<file path="src/rtl/sega_md_pad_emu_pkg.sv">
// Shared definitions for the MD pad responder: button indices, phase encoding
// and the SELECT-phase to pin-row mapping.
package md_pad_pkg;

   localparam int BTN_RIGHT = 0;
   localparam int BTN_LEFT  = 1;
   localparam int BTN_DOWN  = 2;
   localparam int BTN_UP    = 3;
   localparam int BTN_B     = 4;
   localparam int BTN_C     = 5;
   localparam int BTN_A     = 6;
   localparam int BTN_START = 7;
   localparam int BTN_Z     = 8;
   localparam int BTN_Y     = 9;
   localparam int BTN_X     = 10;
   localparam int BTN_MODE  = 11;

   // H = SELECT high, L = SELECT low; numeric value is the phase index
   typedef enum logic [2:0] {
      PH_H0, PH_L0, PH_H1, PH_L1, PH_H2, PH_L2, PH_H3, PH_L3
   } md_phase_t;

   // sel picks the row group, row = phase[2:1] picks the row inside it, so a
   // phase whose parity disagrees with SELECT still yields a sane row.
   // Result bits: [0]Up [1]Down [2]Left [3]Right [4]TL [5]TR, active-low.
   function automatic logic [5:0] pin_row(input logic sel, input logic [1:0] row,
                                          input logic [11:0] btn);
      logic [11:0] p;
      p = ~btn;
      pin_row = 6'b111111;
      if (sel) begin
         if (row == 2'd3)
            pin_row = {p[BTN_C], p[BTN_B], p[BTN_MODE], p[BTN_X], p[BTN_Y], p[BTN_Z]};
         else
            pin_row = {p[BTN_C], p[BTN_B], p[BTN_RIGHT], p[BTN_LEFT], p[BTN_DOWN], p[BTN_UP]};
      end else begin
         case (row)
            2'd2:    pin_row = {p[BTN_START], p[BTN_A], 4'b0000};
            2'd3:    pin_row = {p[BTN_START], p[BTN_A], 4'b1111};
            default: pin_row = {p[BTN_START], p[BTN_A], 2'b00, p[BTN_DOWN], p[BTN_UP]};
         endcase
      end
   endfunction

endpackage

</file>
<file path="src/rtl/sega_md_pad_emu_if.sv">
// Pad-side signal bundle: SELECT and button word in, DB9 pin levels out.
interface sega_md_pad_emu_if;
   logic        select_in;
   logic [11:0] buttons;
   logic [5:0]  pad_out;
   logic        six_btn_id;

   modport master (output select_in, buttons, input pad_out, six_btn_id);
   modport slave  (input select_in, buttons, output pad_out, six_btn_id);
endinterface

</file>
<file path="src/rtl/sega_md_pad_emu_sync.sv">
// Two-flop synchronizer with selectable reset level, for user-port inputs.
module sync_2ff #(
   parameter int           W       = 1,
   parameter logic [W-1:0] RST_VAL = '0
) (
   input  logic         clk_sys,
   input  logic         RESET,
   input  logic [W-1:0] d,
   output logic [W-1:0] q
);
   logic [W-1:0] meta;

   always_ff @(posedge clk_sys) begin
      if (RESET) begin
         meta <= RST_VAL;
         q    <= RST_VAL;
      end else begin
         meta <= d;
         q    <= meta;
      end
   end
endmodule

</file>
<file path="src/rtl/sega_md_pad_emu.sv">
// Virtual Mega Drive pad on the DB9 user port. Define MD_PAD_SIX_BUTTON_EN for
// the 6-button phase sequencer; otherwise a plain 3-button pad is built.
module sega_md_pad_emu
   import md_pad_pkg::*;
#(
   parameter int CLK_HZ     = 50_000_000,
   parameter int TIMEOUT_US = 1500
) (
   input  logic               clk_sys,
   input  logic               RESET,
   sega_md_pad_emu_if.slave   pad
);
   localparam int TC = CLK_HZ / 1_000_000 * TIMEOUT_US;

   if (TC < 1) begin : g_bad_timeout
      $error("timeout must be at least one clk_sys cycle");
   end

   logic       sel_s;
   logic [5:0] pad_q;

   sync_2ff #(.W(1), .RST_VAL(1'b1)) u_sel_sync (
      .clk_sys (clk_sys),
      .RESET   (RESET),
      .d       (pad.select_in),
      .q       (sel_s)
   );

   assign pad.pad_out = pad_q;

`ifdef MD_PAD_SIX_BUTTON_EN
   localparam int CW = $clog2(TC + 1);

   logic           sel_d, sel_edge, tmo;
   md_phase_t      phase, phase_nxt;
   logic [CW-1:0]  cnt, cnt_nxt;

   always_comb begin
      sel_edge  = sel_s ^ sel_d;
      tmo       = (cnt == CW'(TC - 1));
      phase_nxt = phase;
      cnt_nxt   = cnt;
      if (sel_edge) begin
         phase_nxt = md_phase_t'(phase + 3'd1);
         cnt_nxt   = '0;
      end else if (tmo) begin
         phase_nxt = md_phase_t'({2'b00, ~sel_s});
         cnt_nxt   = '0;
      end else if (cnt != CW'(TC)) begin
         cnt_nxt   = cnt + 1'b1;
      end
   end

   // Output row follows phase_nxt so pins and phase land on the same edge and
   // SELECT-to-pin latency is the same in every phase.
   always_ff @(posedge clk_sys) begin
      if (RESET) begin
         sel_d <= 1'b1;
         phase <= PH_H0;
         cnt   <= '0;
         pad_q <= 6'h3F;
      end else begin
         sel_d <= sel_s;
         phase <= phase_nxt;
         cnt   <= cnt_nxt;
         pad_q <= pin_row(sel_s, phase_nxt[2:1], pad.buttons);
      end
   end

   assign pad.six_btn_id = (phase == PH_L2);
`else
   always_ff @(posedge clk_sys) begin
      if (RESET) pad_q <= 6'h3F;
      else       pad_q <= pin_row(sel_s, 2'b00, pad.buttons);
   end

   assign pad.six_btn_id = 1'b0;
`endif

endmodule

</file>
<file path="src/flat_wrapper.sv">
// flat-port wrapper written by rule: the top's interface ports become plain ports
module sega_md_pad_emu_flat import md_pad_pkg::*;
#(
   parameter int CLK_HZ     = 50_000_000,
   parameter int TIMEOUT_US = 1500
)
  (clk_sys, RESET, pad_select_in, pad_buttons, pad_pad_out, pad_six_btn_id);
  sega_md_pad_emu_if pad_i ();
  input  logic clk_sys;
  input  logic RESET;
  input wire logic [$bits(pad_i.select_in)-1:0] pad_select_in;
  input wire logic [$bits(pad_i.buttons)-1:0] pad_buttons;
  output wire logic [$bits(pad_i.pad_out)-1:0] pad_pad_out;
  output wire logic [$bits(pad_i.six_btn_id)-1:0] pad_six_btn_id;
  assign pad_i.select_in = pad_select_in;
  assign pad_i.buttons = pad_buttons;
  assign pad_pad_out = pad_i.pad_out;
  assign pad_six_btn_id = pad_i.six_btn_id;
  sega_md_pad_emu #(.CLK_HZ(CLK_HZ), .TIMEOUT_US(TIMEOUT_US)) u_core (.clk_sys(clk_sys), .RESET(RESET), .pad(pad_i));
endmodule
</file>
<file path="config.mk">
export PLATFORM = sky130hd
export DESIGN_NAME = sega_md_pad_emu_flat
export DESIGN_NICKNAME = d
export VERILOG_FILES = /design/src/rtl/sega_md_pad_emu_pkg.sv /design/src/rtl/sega_md_pad_emu_if.sv /design/src/rtl/sega_md_pad_emu_sync.sv /design/src/rtl/sega_md_pad_emu.sv /design/src/flat_wrapper.sv
export SDC_FILE = /design/constraint.sdc
export NUM_CORES = 1
export LEC_CHECK = 0
export CORE_AREA = 2 2 39 41
export DETAILED_ROUTE_END_ITERATION = 7
export DIE_AREA = 0 0 41 43
export GPL_TIMING_DRIVEN = 0
export PLACE_DENSITY = 0.55
export SLEW_MARGIN = 20
export SYNTH_ARGS = -nofsm -noshare
export SYNTH_HDL_FRONTEND = slang
export SYNTH_HIERARCHICAL = 1
export SYNTH_SLANG_ARGS = --single-unit
</file>
<file path="constraint.sdc">
create_clock -name clk_sys -period 2 [get_ports clk_sys]
set_input_delay 0.2 -clock clk_sys [delete_from_list [all_inputs] [get_ports clk_sys]]
set_output_delay 0.2 -clock clk_sys [all_outputs]
set_load 0.05 [all_outputs]
</file>
==> impl_metrics.py <==
metrics = {
    "run_status": {
        "outcome": "complete, no violations",
    },
    "layout": {
        "areaGrowthSynthToFinish_pct": 79.80,
        "n_antenna_cell": 0,
        "finish.net_count": 58,
        "final_layout_size_suffix_gt1_frac": 0.1463,
        "finalCoreUtilization": 0.3300,
        "register_area_um2": 160.2,
        "finish.instance_area_um2": 456.7,
        "fillCellCount": 159,
        "footprint_of_the_multi_input_gates_um2": 78.83,
    },
    "global_routing": {
        "antenna_found_initial": 0,
        "global_route.overflow_total": 0,
        "grt_pass1_vias": 160,
        "gr-usage-all-layers": 0.05035,
        "grt_first_pass_wirelength_um": 565,
        "pin_count_of_the_biggest_net_entering_global_routing": 9,
    },
    "floorplan": {
        "start_util": 0.1835,
        "die_width_um": 41,
        "rows": 14,
        "number_of_placed_i_o_pins": 22,
        "core-area_um2": 1384,
        "die_h_um": 43,
        "area_enclosed_by_the_die_boundary_um2": 1763,
    },
    "clocking": {
        "ctsHoldBuffers": 0,
        "worst_skew_late_latency_ns": 0.24,
        "cts_inserted_buffers": 3,
        "ctsRootBufferMaster": "sky130_fd_sc_hd__clkbuf_4",
        "cts_setup_buffers": 0,
        "ctsHtreeMaxLevel": 1,
        "max-clock-path-buffers": 2,
        "clk_pin_slew_worst_paths_ns": 0.05,
        "cts_resized": 0,
        "numClockSinks": 8,
        "cts_tree": "done",
    },
    "synthesis": {
        "post_synth_most_frequent_cells": "sky130_fd_sc_hd__dfxtp_1 (8), sky130_fd_sc_hd__or2_1 (4)",
        "proportion_of_synthesized_flip_flops_having_asynchronous_set_or_reset": 0,
        "number_of_flops_mapped_to_enable_cells_by_yosys": 0,
        "synth.avg_cell_area_um2": 11.55,
        "post-synth-top-count-cell": "sky130_fd_sc_hd__dfxtp_1",
        "yosys.area.top_type": "sky130_fd_sc_hd__dfxtp_1",
        "total_standard_cell_area_after_synthesis_um2": 254.0,
        "syn_inst": 22,
        "net_count_after_synthesis": 37,
        "yosysSeqAreaShare": 0.6305,
        "dominantRegCellSynth": "sky130_fd_sc_hd__dfxtp_1",
        "synth.lib_cells_used.distinct": 8,
        "post-synth-top-area-fraction": 0.6305,
        "yosysWarnings": 6,
        "count_of_state_elements_after_synthesis": 8,
        "netlist_top_cells_area": "sky130_fd_sc_hd__dfxtp_1 (63%), sky130_fd_sc_hd__or2_1 (9.9%), sky130_fd_sc_hd__mux2i_1 (7.9%), sky130_fd_sc_hd__a21o_2 (6.9%), sky130_fd_sc_hd__nand2b_1 (4.9%)",
    },
    "route": {
        "antenna_left": 0,
        "route.detailed.drc": 0,
        "drt-vias-per-instance": 3.491,
        "final_routed_wirelength_um": 408,
        "dr.pass1.iters": 1,
        "dr.first_iter.drc_count": 0,
        "drt-wirelength-per-cell_um": 7.158,
        "num_vias": 199,
    },
    "critical_path": {
        "worst-setup-path-type": "flop to output port",
        "timing.critical_path.slowest_stage_cell": "sky130_fd_sc_hd__clkdlybuf4s50_1",
        "crit_family": "buffers and inverters",
        "max_stage_delay_ns": 0.79,
        "critPathBufInv": 1,
        "critical_path.endpoint_type": "output port",
        "worst-endpoint-required_ns": 1.80,
        "critical_path.cell_chain": "clkdlybuf4s50_1",
        "critical_path_peak_fanout": 1,
        "start_kind": "flop",
        "cp_data_arrival_time_ns": 1.34,
    },
    "run": {
        "maxCapViolations": 0,
    },
    "timing": {
        "report.final.slew_viol_count": 0,
        "timing.clock.skew_ns": 0.002352,
        "clock_period_minus_worst_slack_ns": 1.535,
        "report.final.setup_viol": 0,
        "layout_worst_path_cycle_share": 0.7677,
        "hold_viol_final": 0,
        "achievable-frequency_mhz": 651.3,
        "rsz0062_at_grt": "no",
        "setup_tns_ns": 0,
        "layout_setup_ws_ns": 0.4646,
    },
    "worst_hold_path": {
        "worst_hold_path_type": "flop to flop",
    },
    "placement": {
        "gpl.final_weighted_congestion": 0.5468,
        "io_buffers": 16,
        "place_worst_setup_slack_ns": 0.7142,
        "placedInstanceArea_um2": 434.2,
    },
    "power": {
        "worst_case_vdd_ir_drop_mv": 0.2396,
        "lkg_pwr_uw": 0.0002023,
        "overall_power_after_layout_uw": 361.5,
        "combinationalPowerShare": 0.207,
        "p_per_area_nw_per_um2": 791.6,
        "cell_internal_pwr_uw": 273.3,
        "power.share.sequential": 0.475,
        "power_frac_clock": 0.318,
        "netSwitchingFraction": 0.2441,
        "switching_power_uw": 88.25,
    },
}
-- per-stage QoR --
step,cells,hold WS (ns)
4_1_cts,57,0.4089
6_report,57,0.4070
5_1_grt,57,0.4132
2_1_floorplan,22,0.2730
3_5_place_dp,54,0.3966
3_3_place_gp,54,0.3900
-- registers in the layout (all words and copies together), names as in the netlist --
| signal | flops |
|---|---|
| u_core/u_sel_sync/q | 1 |
| u_core/u_sel_sync/meta | 1 |
| u_core/pad.pad_out | 6 |
-- kinds of logic (layout without fill, tap and decap cells) --
family                 Yosys count  after routing  synth area share
buffers and inverters            3             22           0.05914
multiplexers                     2              2           0.07882
AO/OA/AOI/OAI                    2              2           0.06898
flip-flops                       8              8            0.6305
other                            1              1           0.01476
AND/OR/NAND/NOR                  6              6            0.1478
-- path summary, 6_finish.rpt --
path	startpoint	end	slack (ns)	depth (start not counted)
worst min-delay path	u_core/u_sel_sync/meta	u_core/u_sel_sync/q	0.41	1
worst min register to register	u_core/u_sel_sync/meta	u_core/u_sel_sync/q	0.41	1
worst max-delay path	u_core/pad.pad_out[5]	pad_pad_out[5]	0.46	1
worst max register to register	u_core/u_sel_sync/q	u_core/pad.pad_out[5]	1.19	2
-- cell usage in the layout (no fill, tap or decap) --
master,count
sky130_fd_sc_hd__nand2b_1,2
sky130_fd_sc_hd__or2_1,4
sky130_fd_sc_hd__buf_4,1
sky130_fd_sc_hd__dfxtp_1,8
sky130_fd_sc_hd__mux2i_1,2
sky130_fd_sc_hd__conb_1,1
sky130_fd_sc_hd__inv_1,2
sky130_fd_sc_hd__a21o_2,2
sky130_fd_sc_hd__clkdlybuf4s50_1,16
sky130_fd_sc_hd__clkbuf_4,3
-- layer usage --
metal  track usage  vias up  wire length, um
met3       0.03141        0               72
met2       0.05625       15              159
met1       0.06494       79              176
li1              -      105                -
met5             0        -                0
met4       0.04000        0                0
-- final cells by class --
| type | instances | area share |
|---|---|---|
| buffer | 1 | 0.01644 |
| tap | 16 | 0.04384 |
| sequential | 8 | 0.3507 |
| inverter | 2 | 0.01644 |
| timing repair buffer | 16 | 0.3507 |
| clock buffer | 3 | 0.04932 |
| multi-input combinational | 11 | 0.1726 |
-- power groups by stage --
| stage | Clock (uW) | Combinational, uW | Sequential [uW] |
|---|---|---|---|
| floorplan | 0 | 14.4 | 201 |
| global placement | 0 | 75.1 | 175 |
| detailed placement | 0 | 75.2 | 175 |
| CTS | 121 | 75.4 | 172 |
| global route | 126 | 79.2 | 172 |
| finish | 115 | 74.7 | 172 |
-- worst register-to-register path, cell delays in order, from the launching register on --
cell and delay, ns:
sky130_fd_sc_hd__dfxtp_1 0.41, sky130_fd_sc_hd__mux2i_1 0.09, sky130_fd_sc_hd__or2_1 0.20
Power figures use the tool's default switching activity.
